--- src/rtl/if_fetch_pkg.sv ---
// ---------------------------------------------------------------------------
// if_fetch_pkg
// Shared definitions for the instruction-fetch stage: the fetch FSM state
// encoding, the nop word presented when no instruction is live, the PC
// increment, and a helper that forces an address onto a word boundary.
// ---------------------------------------------------------------------------
package if_fetch_pkg;

    // FETCH  : a request is outstanding and its data will be kept
    // HAVE   : an instruction is held and presented downstream
    // SQUASH : a request is outstanding but its data will be thrown away
    typedef enum logic [1:0] {
        FETCH  = 2'd0,
        HAVE   = 2'd1,
        SQUASH = 2'd2
    } fetch_state_t;

    localparam logic [31:0] NOP_INSTR = 32'h0000_0000;
    localparam logic [31:0] PC_INC    = 32'd4;

    // Redirect targets carry byte-offset bits that instruction fetch
    // never uses; clear them so every fetch address is word aligned.
    function automatic logic [31:0] alignPc(input logic [31:0] addr);
        return addr & 32'hFFFF_FFFC;
    endfunction

endpackage

--- src/rtl/if_fetch_pc_next.sv ---
// ---------------------------------------------------------------------------
// pc_next
// Program-counter register, pending-redirect register and the next-PC mux
// of the fetch stage.
//   clk, rst_n   : clock, asynchronous active-low reset
//   i_state      : current fetch FSM state
//   i_ack        : instruction-memory response strobe
//   i_redirect   : taken branch / jump this cycle
//   i_pcWrite    : downstream accepts the held instruction
//   i_target     : redirect address (low two bits ignored)
//   o_pc         : current fetch address
// ---------------------------------------------------------------------------
import if_fetch_pkg::*;

module pc_next #(
    parameter logic [31:0] RESET_PC = 32'h0000_0000
) (
    input  logic         clk,
    input  logic         rst_n,
    input  fetch_state_t i_state,
    input  logic         i_ack,
    input  logic         i_redirect,
    input  logic         i_pcWrite,
    input  logic [31:0]  i_target,
    output logic [31:0]  o_pc
);

    logic [31:0] r_pc;
    logic [31:0] r_redir;
    logic [31:0] w_target;
    logic [31:0] w_pcNext;
    logic [31:0] w_redirNext;

    assign w_target = alignPc(i_target);

    // The PC must not move while a request is outstanding, because the
    // memory holds the address until it acks. A redirect that arrives
    // before the ack is parked in r_redir and applied when the stale
    // response finally comes back; a redirect in the ack cycle itself
    // wins over anything parked earlier.
    always_comb begin
        w_pcNext    = r_pc;
        w_redirNext = r_redir;
        case (i_state)
            FETCH: begin
                if (i_redirect) begin
                    if (i_ack) begin
                        w_pcNext = w_target;
                    end else begin
                        w_redirNext = w_target;
                    end
                end
            end
            SQUASH: begin
                if (i_ack) begin
                    w_pcNext = i_redirect ? w_target : r_redir;
                end else if (i_redirect) begin
                    w_redirNext = w_target;
                end
            end
            HAVE: begin
                if (i_redirect) begin
                    w_pcNext = w_target;
                end else if (i_pcWrite) begin
                    w_pcNext = r_pc + PC_INC;
                end
            end
            default: begin
                w_pcNext = r_pc;
            end
        endcase
    end

    always_ff @(posedge clk or negedge rst_n) begin
        if (!rst_n) begin
            r_pc    <= RESET_PC;
            r_redir <= 32'h0000_0000;
        end else begin
            r_pc    <= w_pcNext;
            r_redir <= w_redirNext;
        end
    end

    assign o_pc = r_pc;

endmodule

--- src/rtl/if_fetch.sv ---
// ---------------------------------------------------------------------------
// if_fetch
// Instruction-fetch stage with a request/ack instruction-memory port.
// One fetch is in flight at a time; the returned word is held until the
// pipeline accepts it (PCWrite) or a redirect discards it.
//   clk, rst_n  : clock, asynchronous active-low reset
//   PCWrite     : downstream accept (0 = stall)
//   Redirect    : branch taken / jump, flushes the held instruction
//   Target      : redirect address
//   imem_req    : memory request, imem_addr valid while high
//   imem_addr   : word-aligned fetch address
//   imem_ack    : memory response strobe, imem_rdata valid with it
//   imem_rdata  : returned instruction word
//   Instr_o     : instruction to IF/ID (nop when not valid)
//   PC_4_o      : address of Instr_o plus 4 (zero when not valid)
//   Valid_o     : Instr_o/PC_4_o carry a live instruction
// ---------------------------------------------------------------------------
import if_fetch_pkg::*;

module if_fetch #(
    parameter logic [31:0] RESET_PC = 32'h0000_0000
) (
    input  logic        clk,
    input  logic        rst_n,
    input  logic        PCWrite,
    input  logic        Redirect,
    input  logic [31:0] Target,
    output logic        imem_req,
    output logic [31:0] imem_addr,
    input  logic        imem_ack,
    input  logic [31:0] imem_rdata,
    output logic [31:0] Instr_o,
    output logic [31:0] PC_4_o,
    output logic        Valid_o
);

    fetch_state_t r_state;
    fetch_state_t w_stateNext;
    logic [31:0]  r_ibuf;
    logic [31:0]  w_pc;
    logic         w_valid;

    pc_next #(
        .RESET_PC (RESET_PC)
    ) u_pcNext (
        .clk        (clk),
        .rst_n      (rst_n),
        .i_state    (r_state),
        .i_ack      (imem_ack),
        .i_redirect (Redirect),
        .i_pcWrite  (PCWrite),
        .i_target   (Target),
        .o_pc       (w_pc)
    );

    // A redirect seen while a request is outstanding turns the request
    // into a squash, so its data can never be presented downstream.
    always_comb begin
        w_stateNext = r_state;
        case (r_state)
            FETCH: begin
                if (imem_ack && !Redirect) begin
                    w_stateNext = HAVE;
                end else if (Redirect && !imem_ack) begin
                    w_stateNext = SQUASH;
                end
            end
            SQUASH: begin
                if (imem_ack) begin
                    w_stateNext = FETCH;
                end
            end
            HAVE: begin
                if (Redirect || PCWrite) begin
                    w_stateNext = FETCH;
                end
            end
            default: begin
                w_stateNext = FETCH;
            end
        endcase
    end

    always_ff @(posedge clk or negedge rst_n) begin
        if (!rst_n) begin
            r_state <= FETCH;
            r_ibuf  <= NOP_INSTR;
        end else begin
            r_state <= w_stateNext;
            if (r_state == FETCH && imem_ack && !Redirect) begin
                r_ibuf <= imem_rdata;
            end
        end
    end

    // In HAVE the PC still points at the held instruction, so PC_4_o is
    // simply pc+4 (wrapping naturally at 2^32).
    assign w_valid   = (r_state == HAVE);
    assign Valid_o   = w_valid;
    assign Instr_o   = w_valid ? r_ibuf : NOP_INSTR;
    assign PC_4_o    = w_valid ? (w_pc + PC_INC) : 32'h0000_0000;
    // Gating with rst_n drops the request the instant reset asserts,
    // abandoning whatever was in flight.
    assign imem_req  = rst_n && (r_state != HAVE);
    assign imem_addr = w_pc;

endmodule

--- config.mk ---
export PLATFORM = sky130hd
export DESIGN_NAME = if_fetch
export DESIGN_NICKNAME = d
export VERILOG_FILES = /design/src/rtl/if_fetch_pkg.sv /design/src/rtl/if_fetch_pc_next.sv /design/src/rtl/if_fetch.sv
export SDC_FILE = /design/constraint.sdc
export NUM_CORES = 1
export LEC_CHECK = 0
export ABC_AREA = 1
export CAP_MARGIN = 20
export CORE_MARGIN = 4
export CORE_UTILIZATION = 53
export CTS_CLUSTER_SIZE = 25
export DETAILED_ROUTE_END_ITERATION = 12
export GPL_TIMING_DRIVEN = 1
export MAX_ROUTING_LAYER = met4
export PLACE_DENSITY = 0.87
export SYNTH_ARGS = -nofsm -noshare
export SYNTH_HDL_FRONTEND = slang
export SYNTH_SLANG_ARGS = --single-unit
--- constraint.sdc ---
create_clock -name clk -period 4.75 [get_ports clk]
set_input_delay 0.95 -clock clk [delete_from_list [all_inputs] [get_ports clk]]
set_output_delay 0.95 -clock clk [all_outputs]
set_load 0.02 [all_outputs]
* Yosys cells after proc, flatten, opt, wreduce, memory -nomap -nowiden
Cells that the tools add are included.
Storage, ports and cells: bits in registers 98, input bits 69, output and inout bits 98, word-level logic and storage cells 48
Operators by class: $add $sub $neg 1, equal/unequal tests 11, muxes and demuxes 18, reductions and logical operators 14
Operator list (count):
- 2-to-1 mux 32 bit | 11
- one-hot mux 32 bit (3 select lines) | 1
- one-hot mux 32 bit (2 select lines) | 1
- adder 32 x 3 -> 32 bit (second input constant) | 1
- inequality test 2 bit (second input constant) | 5
- 2-to-1 mux 2 bit | 4
- inequality test 3 bit (second input constant) | 2
- one-hot mux 2 bit (3 select lines) | 1
- logical AND 1 bit | 5
- AND reduction 5 bit | 1
- inequality test 2 x 1 -> 1 bit (second input constant) | 2
- AND reduction 4 bit | 1
- AND reduction 3 bit | 1
- nonzero test 3 bit | 1
- == test 2 x 1 -> 1 bit (second input constant) | 1
- == test 2 bit (second input constant) | 1
- zero test 1 bit | 2
- zero test 2 bit | 1
- nonzero test 2 bit | 1
- logical OR 1 bit | 1

* Depth between registers and ports, before layout
Gate-level depths: netlist (run 1).
word-level depth 5, mapped depth 13, mapped depth without buffers 13

* Cells and area by module
Synthesis (run 1) repeated with hierarchy kept, for this count alone.
Second synthesis, totals: cells, all modules 961, area, all modules 6493.7 um^2
By module, submodules not included:
- pc_next | instances 1, cells an instance 565, area each 3987.6 um^2, seq. area each 1601.5 um^2
- if_fetch | instances 1, cells an instance 396, area each 2506.2 um^2, seq. area each 850.8 um^2

* Least setup slack after synthesis (run 1)
OpenSTA, ideal clock, no wires.
path type reg-to-output, start reg r_state[1], end out PC_4_o[10], arrival 1.867 ns, required time 3.800 ns, path slack 1.933 ns, cell stages (with the launch flop) 8, path buffers 3, cells stage by stage dfrtp_1 > inv_1 > ha_1 > buf_2 > clkinv_1 > clkbuf_1 > clkbuf_1 > nor2_1
Between the ends: word-level cells in the longest chain between the ends 2
RTL lines:
- start, declared | RTL line if_fetch.sv:37 | fetch_state_t r_state;
- start signal, assigned | RTL line if_fetch.sv:89 | r_state <= w_stateNext;
- == test 2 x 1 -> 1 bit | RTL line if_fetch.sv:98 | assign w_valid = (r_state == HAVE);
- net Valid_o | RTL line if_fetch.sv:34 | output logic Valid_o
- 2-to-1 mux 32 bit | RTL line if_fetch.sv:101 | assign PC_4_o = w_valid ? (w_pc + PC_INC) : 32'h0000_0000;
- end, declared | RTL line if_fetch.sv:33 | output logic [31:0] PC_4_o,
The timed path passes the listed nets, and every way through them passes these cells.

* Worst setup path after layout (run 1)
start reg r_state[1], end out PC_4_o[6]
Between the ends: word-level cells in the longest chain between the ends 2
RTL lines (RTL line):
- == test 2 x 1 -> 1 bit | if_fetch.sv:98
- 2-to-1 mux 32 bit | if_fetch.sv:101
Every way passes these cells.

==> flow_summary_export.csv, run 1 <==
group,metric,value,unit
status,status,"complete, no violations",
sta,fin_ws,934,ps
setup_path,critPathTopFamily,"buffers and inverters",
cts,cts.path.max_buffers,2,
cts,cts_setup_buffers,0,
finish,final_cells,1204,
synth,ys.flop_type,"dfrtp_1",
routing,drcViolationCount,0,
sta,fin_crit_sh,0.803,
global_routing,grt_max_degree,83,
finish,antenna_cells,0,
routing,vias,6579,
setup_path,critPathSlowestCell,"ha_2",
setup_path,worstSetupStartpointType,"flop",
placement,dpl.hpwl,13800,um
floorplanning,row_count,39,
finish,syn_to_final_growth,33.1,%
routing,drt_wl_total,19600,um
cts,cts_tree,"done",
cts,h-tree-depth,3,
setup_path,endpoint_kind,"primary output",
synth,syn_inst,911,
setup_path,cp_num_buf_inv,4,
cts,postCtsHoldBufs,0,
synth,synth_edf_count,0,
synth,async_reset_ff_frac,1.00,
global_routing,overflow,0,
setup_path,reg2reg_slack,1430,ps
synth,synth_top_area_cell,"dfrtp_1",
power_and_ir_drop,ir_drop,0.520,mV
setup_path,regToRegEndpoint,"u_pcNext.o_pc[20]",
global_routing,grt_pass1_vias,6020,
global_routing,grt_use_total,0.295,
power_and_ir_drop,leakagePower,3.85,nW
placement,pre_cts_slack,1220,ps
setup_path,reg2reg_depth,10,
routing,via_per_inst,5.46,
synth,syn_area_per_cell,6.83,um^2
synth,seq_area_frac_synth,0.394,
floorplanning,core,11500,um^2
sta,fmax,0.262,GHz
synth,synth_top_area_share,0.394,
placement,place_congestion,0.992,
synth,yosys_warnings,0,
sta,maxSlewViolCount,0,
routing,wl_per_cell,16.2,um
synth,netlist_area,6220,um^2
floorplanning,die_h,116,um
setup_path,crit_cells,6,
setup_path,worstPathMaxFanout,38,
setup_path,max_stage_delay,680,ps
floorplanning,die_area,13500,um^2
routing,drtPass1Iterations,6,
power_and_ir_drop,powerDensity,656,nW/um^2
sta,finalHoldViolations,0,
cts,cts_sinks,98,
routing,dr.first_iter.drc_count,754,
cts,post_cts_resized,0,
cts,cts-root-buf,"clkbuf_16",
sta,tightest_slew,876,ps
run,drv_cap,0,
setup_path,crit_required,3800,ps
cts,path_clk_slew,70,ps
floorplanning,ios,167,
global_routing,grt_pass1_wl,30300,um
synth,synth.distinct_cells,32,
sta,setup_violations,0,
routing,antenna_left,0,
sta,finClkSkew,6.86,ps
cts,insertion_delay,350,ps
sta,rsz0062_at_grt,"no",
synth,ys_ff_latch,98,
setup_path,criticalPathCategory,"flop to primary output",
sta,period_needed,3820,ps
finish,final_core_util,0.722,
cts,cts_buffers,9,
finish,layout-drive-gt1-share,0.0716,
finish,nFillCells,879,
hold_path,hp-class,"primary input to async pin",
setup_path,crit-reg2reg-launch,"r_state[1]",
sta,relSlewSlack,0.415,
synth,synthTopCellsByArea,"dfrtp_1, nand2_1, nor2_1, mux2_2, inv_1",
placement,dp_cells,1187,
synth,synth_most_common_cell,"nand2_1",
setup_path,crit_path_end,"PC_4_o[6]",
synth,synth_commonest_cells,"nand2_1, nor2_1, dfrtp_1",
setup_path,cp-startpoint,"r_state[1]",
floorplanning,die_width,116,um
finish,nets,1131,
synth,synth_nets,986,
setup_path,crit_chain,"inv_1 -> ha_2 -> clkinv_1 -> buf_4 -> nor2_1 -> clkdlybuf4s50_1",
setup_path,crit_arrival,2870,ps
sta,tns,0,ps
floorplanning,initial_core_util,0.542,
placement,io_buffer_count,164,
global_routing,antenna_found_initial,0,
## through the flow
| step | total power [mW] | hold WS (ps) | area [um^2] |
|---|---|---|---|
| floorplan | 3.51 | 449 | 6220 |
| global placement | 4.52 | 463 | 7950 |
| detailed placement | 4.61 | 481 | 7950 |
| CTS | 5.40 | 464 | 8250 |
| global route | 5.82 | 467 | 8280 |
| finish | 5.43 | 464 | 8280 |
## layout by cell type, fill, tap and decap left out, drive strengths merged, types with 14 or more instances in the layout
cell type | Yosys | routed
nand2 | 277 | 277
nor2 | 181 | 181
clkdlybuf4s50 | 0 | 163
dfrtp | 98 | 98
inv | 84 | 86
a21oi | 58 | 58
nand3 | 40 | 40
o21ai | 35 | 35
mux2 | 32 | 32
buf | 26 | 14
## final cells by class
type | count | area [um^2] | area share
clock buffer | 10 | 229 | 0.0277
clock inverter | 6 | 75.1 | 0.00907
inverter | 86 | 323 | 0.0390
tap | 143 | 179 | 0.0216
sequential | 98 | 2450 | 0.296
timing repair buffer | 177 | 1760 | 0.212
multi-input combinational | 684 | 3260 | 0.394
## routing by layer
| layer | routed length, um | track usage |
|---|---|---|
| met1 | 7790 | 0.393 |
| met3 | 1900 | 0.0689 |
| met4 | 613 | 0.105 |
| met2 | 9260 | 0.441 |
| met5 | 0 | - |
## where the power goes
group / switching (mW) / internal [mW]
clock: 0.344 / 0.417
combinational: 1.84 / 1.20
sequential: 0.377 / 1.26
## cells by family (layout without fill, tap and decap cells)
logic type / after synthesis / after routing / synth area share
compound gates: 119 / 119 / 0.107
xor+xnor: 13 / 13 / 0.0183
fa+ha+maj: 6 / 6 / 0.0121
buf+inv: 129 / 279 / 0.0815
flops: 98 / 98 / 0.394
mux: 32 / 32 / 0.0579
simple gates: 514 / 514 / 0.329
## worst min-delay path by stage
stage	end	slack (ps)	cells past startpoint
global route	u_pcNext.o_pc[18]	470	1
detailed placement	u_pcNext.r_redir[18]	480	2
global placement	u_pcNext.r_redir[2]	460	2
floorplan	u_pcNext.r_redir[2]	450	2
finish	u_pcNext.o_pc[27]	460	1
CTS	u_pcNext.o_pc[18]	460	1
## worst register-to-register path, delay by kind of cell (launching register included)
family	cells	cell delay, ps
flops	1	410
compound gates	1	120
fa+ha+maj	1	680
buf+inv	2	560
simple gates	6	1400
## sequential cells by signal (all words and copies together), names as in the netlist
| register | count |
|---|---|
| u_pcNext.o_pc | 32 |
| r_state | 2 |
| u_pcNext.r_redir | 32 |
| r_ibuf | 32 |
Note: power is estimated with default switching activity, not from simulation.
==> run 2: changes to the inputs <==
CORE_UTILIZATION = 49   (was 53)
PLACE_DENSITY = 0.82   (was 0.87)
clock period = 3.7 ns   (was 4.75 ns; I/O delays follow)
==> flow_summary_export.csv, run 2 (synthesized netlist as in run 1, its figures left out) <==
group,metric,value,unit
sta,fmax,0.295,GHz
cts,cts_tree,"done",
routing,drt_wl_total,19400,um
finish,seq_area,2450,um^2
placement,dp_cells,1216,
cts,cts.path.max_buffers,2,
global_routing,grt_pass1_wl,30700,um
sta,setup_violations,0,
cts,cts_sinks,98,
hold_path,min_to,"u_pcNext.r_redir[27]",
cts,cts_buffers,9,
sta,finClkSkew,5.60,ps
finish,antenna_cells,0,
cts,insertion_delay,360,ps
setup_path,critPathSlowestCell,"clkdlybuf4s50_1",
sta,rsz0062_at_grt,"no",
global_routing,antenna_found_initial,0,
hold_path,hp-class,"flop to flop",
global_routing,overflow,0,
floorplanning,ios,167,
setup_path,crit_chain,"ha_1 -> nand2_1 -> nor2_1 -> nand2_1 -> nor2_1 -> xnor2_1 -> nor2_1 -> clkdlybuf4s50_1",
setup_path,regToRegEndpoint,"u_pcNext.o_pc[5]",
setup_path,worstPathMaxFanout,6,
sta,period_needed,3400,ps
placement,place_congestion,0.966,
finish,nFillCells,1076,
cts,post_cts_resized,0,
sta,fin_crit_sh,0.918,
setup_path,reg2reg_depth,11,
setup_path,crit_cells,8,
power_and_ir_drop,ir_drop,0.608,mV
floorplanning,die_area,14600,um^2
finish,final_cell_mix,"nand2_1, nor2_1, clkdlybuf4s50_1",
sta,maxSlewViolCount,0,
routing,dr.first_iter.drc_count,752,
routing,drtPass1Iterations,5,
finish,layout_commonest_cell,"nand2_1",
hold_path,whs_path_depth,2,
setup_path,crit_required,2960,ps
setup_path,endpoint_kind,"primary output",
floorplanning,core,12200,um^2
setup_path,critPathTopFamily,"simple AND/OR/NAND/NOR gates",
floorplanning,die_h,121,um
setup_path,reg2reg_slack,970,ps
finish,multi_input_area,3260,um^2
hold_path,holdCritStartpoint,"u_pcNext.r_redir[27]",
cts,path_clk_slew,70,ps
finish,nets,1134,
setup_path,crit_arrival,2660,ps
setup_path,crit-reg2reg-launch,"r_state[1]",
sta,tightest_slew,669,ps
setup_path,criticalPathCategory,"flop to primary output",
floorplanning,die_width,121,um
setup_path,max_stage_delay,620,ps
setup_path,worstSetupStartpointType,"flop",
sta,finalHoldViolations,0,
status,status,"complete, no violations",
sta,relSlewSlack,0.554,
routing,wl_per_cell,15.7,um
routing,drcViolationCount,0,
finish,final_cells,1232,
sta,tns,0,ps
global_routing,grt_pass1_vias,6141,
power_and_ir_drop,powerDensity,834,nW/um^2
global_routing,grt_use_total,0.273,
cts,postCtsHoldBufs,0,
floorplanning,row_count,40,
routing,via_per_inst,5.28,
finish,syn_to_final_growth,33.5,%
floorplanning,initial_core_util,0.509,
placement,dpl.hpwl,13800,um
cts,h-tree-depth,3,
placement,io_buffer_count,164,
finish,layout-drive-gt1-share,0.0752,
routing,antenna_left,0,
cts,cts-root-buf,"clkbuf_16",
power_and_ir_drop,leakagePower,3.86,nW
cts,cts_setup_buffers,0,
run,drv_cap,0,
setup_path,path_common_cell,"nor2_1",
setup_path,cp_num_buf_inv,1,
routing,vias,6508,
global_routing,grt_max_degree,54,
-- run 2: cell types whose count changed in the layout (fill, tap and decap cells not counted) --
cell	before	now
inv_8	1	2
clkinv_2	0	1
clkbuf_1	1	0
buf_4	13	16
buf_12	0	1
bufinv_16	1	0
buf_16	1	0
-- run 2: per-layer routing --
metal | vias to the layer above | global-route usage | wire length, um
met2 | 278 | 0.416 | 8990
met5 | - | - | 0
li1 | 3180 | - | -
met3 | 45 | 0.0407 | 1490
met4 | 0 | 0.132 | 682
met1 | 3005 | 0.359 | 8200
-- run 2: worst register-to-register path: stages, from the launching register on --
cell and delay, ps:
dfrtp_1 400, inv_1 110, ha_2 190, buf_4 480, nand2_1 240, nor2_1 200
nor2_1 70, nand2_1 90, buf_4 310, inv_1 260, o211ai_1 150, o21ai_0 100
-- run 2: final cells by class --
cell class / count / area share
tap: 168 / 0.0253
sequential: 98 / 0.295
clock inverter: 7 / 0.00738
multi-input combinational: 684 / 0.393
inverter: 86 / 0.0389
clock buffer: 9 / 0.0271
timing repair buffer: 180 / 0.213
-- run 2: stage by stage --
stage / power [mW] / worst slack (ps) / hold WS (ps) / area (um^2) / util
finish: 6.93 / 305 / 495 / 8310 / 0.680
global route: 7.44 / 89.5 / 519 / 8310 / 0.680
CTS: 6.92 / 325 / 497 / 8310 / 0.680
detailed placement: 5.96 / 722 / 479 / 8020 / 0.657
global placement: 5.87 / 734 / 467 / 8020 / 0.657
floorplan: 4.51 / 1090 / 444 / 6220 / -
-- run 2: how the worst max path moves through the flow --
stage	start	endpoint	slack, ps
final	u_pcNext.o_pc[2]	PC_4_o[12]	300
after global routing	u_pcNext.o_pc[2]	PC_4_o[28]	90
after CTS	u_pcNext.o_pc[2]	PC_4_o[28]	320
after detailed placement	u_pcNext.o_pc[2]	PC_4_o[28]	720
after global placement	u_pcNext.o_pc[2]	PC_4_o[30]	730
after floorplan	r_state[1]	PC_4_o[10]	1090
-- run 2: power breakdown --
part	switching [mW]	leakage, nW	internal, mW
registers	0.461	1.17	1.61
logic	2.36	2.55	1.57
clock network	0.465	0.140	0.470
total	3.28	3.86	3.65
